$ cat src/rtl/load_store_unit_pkg.sv
// Shared types and helpers for the load/store unit.
//  mem_size_e   : access size encoding (B=00, H=01, W=10; 11 is treated as W)
//  lsu_state_e  : LSU controller states
//  lsu_norm_size: folds the reserved 11 encoding onto W
//  lsu_extract  : pulls a byte/half/word out of a memory word and extends it
//  lsu_merge    : places store bytes into a memory word (little endian)
package load_store_unit_pkg;

    typedef enum logic [1:0] {
        MemB = 2'b00,
        MemH = 2'b01,
        MemW = 2'b10
    } mem_size_e;

    typedef enum logic [2:0] {
        StIdle,
        StLdReq,
        StLdWait,
        StRmwReq,
        StRmwWait,
        StStReq,
        StStWait,
        StResp
    } lsu_state_e;

    function automatic mem_size_e lsu_norm_size(input logic [1:0] raw);
        return (raw == 2'b11) ? MemW : mem_size_e'(raw);
    endfunction

    function automatic logic [31:0] lsu_extract(input mem_size_e   size,
                                                input logic [1:0]  offset,
                                                input logic        is_unsigned,
                                                input logic [31:0] word);
        logic [31:0] shifted;
        logic [31:0] res;
        shifted = '0;
        res     = word;
        case (size)
            MemB: begin
                shifted = word >> {offset, 3'b000};
                res     = {{24{~is_unsigned & shifted[7]}}, shifted[7:0]};
            end
            MemH: begin
                shifted = word >> {offset[1], 4'b0000};
                res     = {{16{~is_unsigned & shifted[15]}}, shifted[15:0]};
            end
            default: res = word;
        endcase
        return res;
    endfunction

    function automatic logic [31:0] lsu_merge(input mem_size_e   size,
                                              input logic [1:0]  offset,
                                              input logic [31:0] st_data,
                                              input logic [31:0] word);
        logic [31:0] res;
        res = word;
        case (size)
            MemB:    res[{offset, 3'b000} +: 8]     = st_data[7:0];
            MemH:    res[{offset[1], 4'b0000} +: 16] = st_data[15:0];
            default: res = st_data;
        endcase
        return res;
    endfunction

endpackage

$ cat src/rtl/load_store_unit_if.sv
// Request/response channel between the execute stage and the load/store unit.
//  master modport: execute-stage side (drives requests, accepts responses)
//  slave modport : LSU side (accepts requests, drives responses)
//  req_*  : valid/ready request with store flag, size, unsigned flag, address, data, tag
//  resp_* : valid/ready response with load data, echoed tag and misaligned flag
interface load_store_unit_if #(
    parameter int unsigned TAG_W = 4
);
    logic             req_valid;
    logic             req_ready;
    logic             req_is_store;
    logic [1:0]       req_size;
    logic             req_unsigned;
    logic [31:0]      req_addr;
    logic [31:0]      req_data;
    logic [TAG_W-1:0] req_tag;

    logic             resp_valid;
    logic             resp_ready;
    logic [31:0]      resp_data;
    logic [TAG_W-1:0] resp_tag;
    logic             resp_misaligned;

    modport master (
        output req_valid, req_is_store, req_size, req_unsigned, req_addr, req_data, req_tag,
        output resp_ready,
        input  req_ready,
        input  resp_valid, resp_data, resp_tag, resp_misaligned
    );

    modport slave (
        input  req_valid, req_is_store, req_size, req_unsigned, req_addr, req_data, req_tag,
        input  resp_ready,
        output req_ready,
        output resp_valid, resp_data, resp_tag, resp_misaligned
    );
endinterface

$ cat src/rtl/load_store_unit_align.sv
// Combinational data alignment for the load/store unit.
//  size_i, offset_i, unsigned_i : access descriptor (offset = byte address [1:0])
//  rd_word_i                    : word returned by data memory
//  st_data_i                    : right-justified store data
//  ld_data_o                    : extracted and sign/zero extended load result
//  merged_o                     : rd_word_i with the store bytes patched in
module load_store_unit_align
    import load_store_unit_pkg::*;
(
    input  mem_size_e   size_i,
    input  logic [1:0]  offset_i,
    input  logic        unsigned_i,
    input  logic [31:0] rd_word_i,
    input  logic [31:0] st_data_i,
    output logic [31:0] ld_data_o,
    output logic [31:0] merged_o
);
    always_comb begin
        ld_data_o = lsu_extract(size_i, offset_i, unsigned_i, rd_word_i);
        merged_o  = lsu_merge(size_i, offset_i, st_data_i, rd_word_i);
    end
endmodule

$ cat src/rtl/load_store_unit.sv
// Load/store unit: turns one byte/half/word request at a time into whole-word
// data-memory read/write pulses. Sub-word stores use read-modify-write; loads
// are extracted and extended. One response per accepted request.
//  clk_i, reset_i   : clock, synchronous active-high reset
//  bus              : request/response channel (slave side)
//  dmem_read_o      : one-cycle read pulse
//  dmem_write_o     : one-cycle write pulse
//  dmem_addr_o      : word index
//  dmem_data_o      : full word to write
//  dmem_rd_data_i   : read word, valid with dmem_done_i
//  dmem_done_i      : one-cycle completion pulse
// Optional: LSU_MISALIGN_TRAP_EN makes misaligned H/W accesses skip memory and
// respond with resp_misaligned=1; otherwise low address bits are forced aligned.
module load_store_unit
    import load_store_unit_pkg::*;
#(
    parameter int unsigned TAG_W       = 4,
    parameter int unsigned WORD_ADDR_W = 18
) (
    input  logic              clk_i,
    input  logic              reset_i,
    load_store_unit_if.slave  bus,
    output logic              dmem_read_o,
    output logic              dmem_write_o,
    output logic [31:0]       dmem_addr_o,
    output logic [31:0]       dmem_data_o,
    input  logic [31:0]       dmem_rd_data_i,
    input  logic              dmem_done_i
);
    localparam int unsigned AddrW = WORD_ADDR_W + 2;

    lsu_state_e       state_q, state_d;
    logic [AddrW-1:0] addr_q, addr_d;
    mem_size_e        size_q, size_d;
    logic             unsigned_q, unsigned_d;
    logic [31:0]      data_q, data_d;
    logic [31:0]      word_q, word_d;
    logic [31:0]      resp_data_q, resp_data_d;
    logic [TAG_W-1:0] tag_q, tag_d;

    logic [31:0]      ld_data;
    logic [31:0]      merged;
    mem_size_e        req_size;
    logic [AddrW-1:0] req_addr_al;
    logic             req_mis;
    logic             unused_addr;

    assign unused_addr = ^bus.req_addr[31:AddrW];
    assign req_size    = lsu_norm_size(bus.req_size);

    // Force alignment; with the trap enabled misaligned requests never touch
    // memory, so the masked address is harmless there too.
    always_comb begin
        req_addr_al = bus.req_addr[AddrW-1:0];
        if (req_size == MemH) req_addr_al[0]   = 1'b0;
        if (req_size == MemW) req_addr_al[1:0] = 2'b00;
    end

`ifdef LSU_MISALIGN_TRAP_EN
    logic mis_q, mis_d;
    assign req_mis = ((req_size == MemH) && bus.req_addr[0]) ||
                     ((req_size == MemW) && (bus.req_addr[1:0] != 2'b00));
    assign bus.resp_misaligned = mis_q;
`else
    assign req_mis             = 1'b0;
    assign bus.resp_misaligned = 1'b0;
`endif

    load_store_unit_align u_align (
        .size_i     (size_q),
        .offset_i   (addr_q[1:0]),
        .unsigned_i (unsigned_q),
        .rd_word_i  (dmem_rd_data_i),
        .st_data_i  (data_q),
        .ld_data_o  (ld_data),
        .merged_o   (merged)
    );

    always_comb begin
        state_d       = state_q;
        addr_d        = addr_q;
        size_d        = size_q;
        unsigned_d    = unsigned_q;
        data_d        = data_q;
        word_d        = word_q;
        resp_data_d   = resp_data_q;
        tag_d         = tag_q;
`ifdef LSU_MISALIGN_TRAP_EN
        mis_d         = mis_q;
`endif
        bus.req_ready  = 1'b0;
        bus.resp_valid = 1'b0;
        dmem_read_o    = 1'b0;
        dmem_write_o   = 1'b0;
        dmem_data_o    = '0;

        unique case (state_q)
            StIdle: begin
                bus.req_ready = 1'b1;
                if (bus.req_valid) begin
                    addr_d      = req_addr_al;
                    size_d      = req_size;
                    unsigned_d  = bus.req_unsigned;
                    data_d      = bus.req_data;
                    word_d      = bus.req_data;
                    tag_d       = bus.req_tag;
                    resp_data_d = '0;
`ifdef LSU_MISALIGN_TRAP_EN
                    mis_d       = req_mis;
`endif
                    if (req_mis)                state_d = StResp;
                    else if (!bus.req_is_store) state_d = StLdReq;
                    else if (req_size == MemW)  state_d = StStReq;
                    else                        state_d = StRmwReq;
                end
            end
            StLdReq: begin
                dmem_read_o = 1'b1;
                state_d     = StLdWait;
            end
            StLdWait: begin
                if (dmem_done_i) begin
                    resp_data_d = ld_data;
                    state_d     = StResp;
                end
            end
            StRmwReq: begin
                dmem_read_o = 1'b1;
                state_d     = StRmwWait;
            end
            StRmwWait: begin
                if (dmem_done_i) begin
                    word_d  = merged;
                    state_d = StStReq;
                end
            end
            StStReq: begin
                dmem_write_o = 1'b1;
                dmem_data_o  = word_q;
                state_d      = StStWait;
            end
            StStWait: begin
                if (dmem_done_i) state_d = StResp;
            end
            StResp: begin
                bus.resp_valid = 1'b1;
                if (bus.resp_ready) state_d = StIdle;
            end
            default: state_d = StIdle;
        endcase
    end

    always_ff @(posedge clk_i) begin
        if (reset_i) begin
            state_q     <= StIdle;
            addr_q      <= '0;
            size_q      <= MemB;
            unsigned_q  <= 1'b0;
            data_q      <= '0;
            word_q      <= '0;
            resp_data_q <= '0;
            tag_q       <= '0;
`ifdef LSU_MISALIGN_TRAP_EN
            mis_q       <= 1'b0;
`endif
        end else begin
            state_q     <= state_d;
            addr_q      <= addr_d;
            size_q      <= size_d;
            unsigned_q  <= unsigned_d;
            data_q      <= data_d;
            word_q      <= word_d;
            resp_data_q <= resp_data_d;
            tag_q       <= tag_d;
`ifdef LSU_MISALIGN_TRAP_EN
            mis_q       <= mis_d;
`endif
        end
    end

    assign dmem_addr_o   = {{(32 - WORD_ADDR_W){1'b0}}, addr_q[AddrW-1:2]};
    assign bus.resp_data = resp_data_q;
    assign bus.resp_tag  = tag_q;
endmodule
$ cat src/flat_wrapper.sv
// flat-port wrapper written by rule: the top's interface ports become plain ports
module load_store_unit_flat import load_store_unit_pkg::*;
#(
    parameter int unsigned TAG_W       = 4,
    parameter int unsigned WORD_ADDR_W = 18
)
  (clk_i, reset_i, dmem_read_o, dmem_write_o, dmem_addr_o, dmem_data_o, dmem_rd_data_i, dmem_done_i, bus_req_valid, bus_req_is_store, bus_req_size, bus_req_unsigned, bus_req_addr, bus_req_data, bus_req_tag, bus_resp_ready, bus_req_ready, bus_resp_valid, bus_resp_data, bus_resp_tag, bus_resp_misaligned);
  load_store_unit_if #(.TAG_W(TAG_W)) bus_i ();
  input  logic clk_i;
  input  logic reset_i;
  output logic dmem_read_o;
  output logic dmem_write_o;
  output logic [31:0] dmem_addr_o;
  output logic [31:0] dmem_data_o;
  input  logic [31:0] dmem_rd_data_i;
  input  logic dmem_done_i;
  input wire logic [$bits(bus_i.req_valid)-1:0] bus_req_valid;
  input wire logic [$bits(bus_i.req_is_store)-1:0] bus_req_is_store;
  input wire logic [$bits(bus_i.req_size)-1:0] bus_req_size;
  input wire logic [$bits(bus_i.req_unsigned)-1:0] bus_req_unsigned;
  input wire logic [$bits(bus_i.req_addr)-1:0] bus_req_addr;
  input wire logic [$bits(bus_i.req_data)-1:0] bus_req_data;
  input wire logic [$bits(bus_i.req_tag)-1:0] bus_req_tag;
  input wire logic [$bits(bus_i.resp_ready)-1:0] bus_resp_ready;
  output wire logic [$bits(bus_i.req_ready)-1:0] bus_req_ready;
  output wire logic [$bits(bus_i.resp_valid)-1:0] bus_resp_valid;
  output wire logic [$bits(bus_i.resp_data)-1:0] bus_resp_data;
  output wire logic [$bits(bus_i.resp_tag)-1:0] bus_resp_tag;
  output wire logic [$bits(bus_i.resp_misaligned)-1:0] bus_resp_misaligned;
  assign bus_i.req_valid = bus_req_valid;
  assign bus_i.req_is_store = bus_req_is_store;
  assign bus_i.req_size = bus_req_size;
  assign bus_i.req_unsigned = bus_req_unsigned;
  assign bus_i.req_addr = bus_req_addr;
  assign bus_i.req_data = bus_req_data;
  assign bus_i.req_tag = bus_req_tag;
  assign bus_i.resp_ready = bus_resp_ready;
  assign bus_req_ready = bus_i.req_ready;
  assign bus_resp_valid = bus_i.resp_valid;
  assign bus_resp_data = bus_i.resp_data;
  assign bus_resp_tag = bus_i.resp_tag;
  assign bus_resp_misaligned = bus_i.resp_misaligned;
  load_store_unit #(.TAG_W(TAG_W), .WORD_ADDR_W(WORD_ADDR_W)) u_core (.clk_i(clk_i), .reset_i(reset_i), .bus(bus_i), .dmem_read_o(dmem_read_o), .dmem_write_o(dmem_write_o), .dmem_addr_o(dmem_addr_o), .dmem_data_o(dmem_data_o), .dmem_rd_data_i(dmem_rd_data_i), .dmem_done_i(dmem_done_i));
endmodule
$ cat config.mk
export PLATFORM = sky130hd
export DESIGN_NAME = load_store_unit_flat
export DESIGN_NICKNAME = d
export VERILOG_FILES = /design/src/rtl/load_store_unit_pkg.sv /design/src/rtl/load_store_unit_if.sv /design/src/rtl/load_store_unit_align.sv /design/src/rtl/load_store_unit.sv /design/src/flat_wrapper.sv
export SDC_FILE = /design/constraint.sdc
export NUM_CORES = 1
export LEC_CHECK = 0
export CAP_MARGIN = 40
export CORE_ASPECT_RATIO = 0.6
export CORE_MARGIN = 2
export CORE_UTILIZATION = 30
export DETAILED_ROUTE_END_ITERATION = 8
export DONT_BUFFER_PORTS = 1
export PLACE_DENSITY = 0.47
export SLEW_MARGIN = 10
export SYNTH_ARGS = -nofsm -noshare
export SYNTH_HDL_FRONTEND = slang
export SYNTH_SLANG_ARGS = --single-unit
$ cat constraint.sdc
create_clock -name clk_i -period 2.4 [get_ports clk_i]
set_clock_uncertainty 0.1 [all_clocks]
set_input_delay 0.48 -clock clk_i [delete_from_list [all_inputs] [get_ports clk_i]]
set_output_delay 0.48 -clock clk_i [all_outputs]
set_load 0.02 [all_outputs]
==> flow_summary_export.csv <==
group,metric,value,unit
routing,final_antenna_net_count,0,
layout,diodes,0,
cts,htree_levels,4,
synthesis,seq_area_frac_synth,39.8,%
die,io_pins,214,
die,core-area,20900,sq um
power_and_ir_drop,leakagePower,2.64,nW
setup_path,cp_slowest_cell,"dfxtp_1",
sta,grt_setup_unrepaired,"false",
cts,cts_sinks,126,
routing,via_per_inst,5.37,
hold_path,hp-class,"primary input to register",
sta,finalSetupViolCount,0,
setup_path,worstPathArrival,1.71,ns
synthesis,synth.avg_cell_area,7.97,sq um
setup_path,cp_slowest_stage_delay,0.35,ns
cts,cts-hold-fix-buffers,0,
cts,clk_pin_slew,0.05,ns
cts,insertion_delay,0.43,ns
setup_path,start_kind,"register",
cts,cts.path.max_buffers,2,
setup_path,cp_cell_sequence,"inv_1 > ha_2 > buf_6 > and3_1",
hold_path,hold_start,"reset_i",
cts,post_cts_buffers,0,
sta,fin_tns_setup,0,ns
setup_path,worstSetupPathDepth,4,
routing,first_pass_iters,4,
setup_path,worstReg2RegStart,"u_core.addr_q[1]",
die,die_area,22400,sq um
sta,fmax,437,MHz
global_route,grt-ovfl-total,0,
die,fp.dieH,117,um
power_and_ir_drop,power_density,1120,nW/um^2
setup_path,required,1.82,ns
setup_path,crit_start,"u_core.state_q[1]",
sta,period_share,95.4,%
synthesis,synth_edf_count,0,
die,dieWidth,192,um
routing,drc,0,
die,start_util,30.4,%
setup_path,crit_fanout,28,
global_route,grt_pass1_vias,5368,
setup_path,critPathTopFamily,"flip-flops",
global_route,grt_pass1_wl,34100,um
sta,timing.final.max_slew_violations,0,
placement,gp_congestion,0.884,
layout,fillCellCount,2212,
placement,hpwlAfterDp,17200,um
synthesis,yosysWarnings,0,
synthesis,synth_seq_cells,126,
cts,cts-root-buf,"clkbuf_16",
sta,slew_headroom,55.9,%
placement,pre_cts_ws,0.182,ns
global_route,grt_max_degree,68,
sta,timing.final.ws_setup,0.109,ns
routing,wire_per_inst,22.0,um
routing,drt_iter0_markers,489,
setup_path,cp_num_buf_inv,2,
placement,portBuffers,0,
sta,worst_slew_pin_slew,0.661,ns
setup_path,path_class,"register to output port",
synthesis,syn_inst,796,
sta,hold_viol_final,0,
global_route,antenna_found_initial,0,
synthesis,postSynth.asyncResetShare,0,%
routing,vias,5661,
outcome,status,"complete, no violations",
routing,wirelength,23200,um
synthesis,synth_area,6340,sq um
layout,nets,880,
setup_path,endpoint_kind,"output port",
layout,drive_gt1_share,11.7,%
synthesis,synth_flop_cell,"dfxtp_1",
global_route,track_usage,20.7,%
setup_path,reg2regPathDepth,7,
layout,area_growth,12.1,%
sta,period_needed,2.29,ns
job,max_cap_viol_count,0,
synthesis,synth_cell_types,47,
die,row_count,41,
cts,cts_buffers,17,
cts,cts_tree,"built",
hold_path,whs_path_depth,1,
power_and_ir_drop,vdd_drop_max,1.37,mV
==> area by class of cell <==
cell class	instances	area, sq um	area share, %
multi-input cells	575	3320	46.6
clock inverters	8	104	1.46
flip-flops and latches	126	2520	35.5
clock buffers	24	512	7.20
inverters	10	37.5	0.528
well taps	279	349	4.91
repair buffers	32	269	3.78
==> cells by family (layout without fill, tap and decap cells) <==
| logic type | after synthesis | in the layout | share of synthesized area [%] |
|---|---|---|---|
| adders and majority gates | 9 | 9 | 1.78 |
| and+or+nand+nor | 239 | 239 | 17.0 |
| AOI/OAI and AO/OA | 285 | 285 | 27.7 |
| other | 1 | 15 | 0.0591 |
| DFF | 126 | 126 | 39.8 |
| muxes | 27 | 27 | 4.44 |
| buffers and inverters | 109 | 74 | 9.21 |
==> path summary, 6_finish.rpt <==
check	end	slack, ns
worst max-delay path	dmem_data_o[19]	0.11
worst min-delay path	u_core.state_q[0]	0.04
worst max register to register	u_core.word_q[15]	0.19
worst min register to register	u_core.word_q[12]	0.35
==> cells in the final DEF, fill, tap and decap left out, drive strengths merged, types with 3 or more instances in the layout <==
cell type / instances
nand2: 162
dfxtp: 126
a21oi: 96
o21ai: 93
and3: 33
buf: 32
clkbuf: 24
a221oi: 23
mux2i: 18
a221o: 16
o22ai: 15
a22o: 15
conb: 15
nor2: 14
inv: 10
mux2: 9
ha: 9
a211oi: 8
a21boi: 7
and2: 5
nor3: 4
nor2b: 4
clkinvlp: 4
nand2b: 3
nand3: 3
and4: 3
a222oi: 3
==> cell usage after synthesis (3+ instances only) <==
library cell	number	area, sq um
nand3_1	3	15.0
inv_1	9	33.8
ha_1	9	113
nor2b_1	4	25.0
and2_1	4	25.0
buf_2	11	55.1
nor3_1	4	20.0
nand2_1	162	608
o21ai_1	3	15.0
clkbuf_1	47	176
nor2_1	14	52.6
nand2b_1	3	18.8
buf_4	35	263
o22ai_1	15	93.8
a21oi_1	96	480
a221oi_1	23	201
a22o_1	15	131
mux2_2	9	101
and3_1	33	206
and4_1	3	26.3
o21ai_0	89	445
dfxtp_1	126	2520
a211oi_1	7	52.6
mux2i_1	18	180
a221o_1	16	160
a21boi_0	7	52.6
a222oi_1	3	30.0
buf_6	4	45.0
==> per-stage QoR <==
stage                     cells  util (%)  area, sq um  power, mW  hold slack [ns]
final                      1054      34.1         7110       7.96           0.0391
after global routing       1054      34.1         7110       8.44           0.0138
after CTS                  1054      34.0         7100       8.00           0.0115
after detailed placement   1022      31.0         6480       5.28            0.337
after global placement     1022      31.0         6480       5.26            0.335
after floorplan             810         -         6390       4.58            0.317
==> where the power goes <==
| group | switching, mW | internal (mW) | total (mW) | leakage, nW |
|---|---|---|---|---|
| Sequential | 0.477 | 2.50 | 2.97 | 1.03 |
| Clock | 1.00 | 1.69 | 2.69 | 0.291 |
| Combinational | 1.48 | 0.810 | 2.29 | 1.32 |
| Total | 2.96 | 5.00 | 7.96 | 2.64 |
==> what timing repair did <==
action / in CTS / in global routing
endpoints found under the hold margin: 0 / 0
gates resized for setup: 2 / 7
pin swaps: 0 / 0
setup endpoints to repair: 27 / 5
==> layer usage <==
layer,routed length (um),track usage (%)
met5,49,1.50
met4,253,5.79
met3,2670,10.3
met2,9090,27.9
met1,11200,28.6
==> flip-flops by register name, summed over array words and instances, names as in the netlist <==
name	count
u_core.addr_q	20
u_core.bus.resp_data	32
u_core.bus.resp_tag	4
u_core.data_q	32
u_core.size_q	2
u_core.state_q	3
u_core.unsigned_q	1
u_core.word_q	32
No activity file was read; power rests on OpenSTA's default activity.
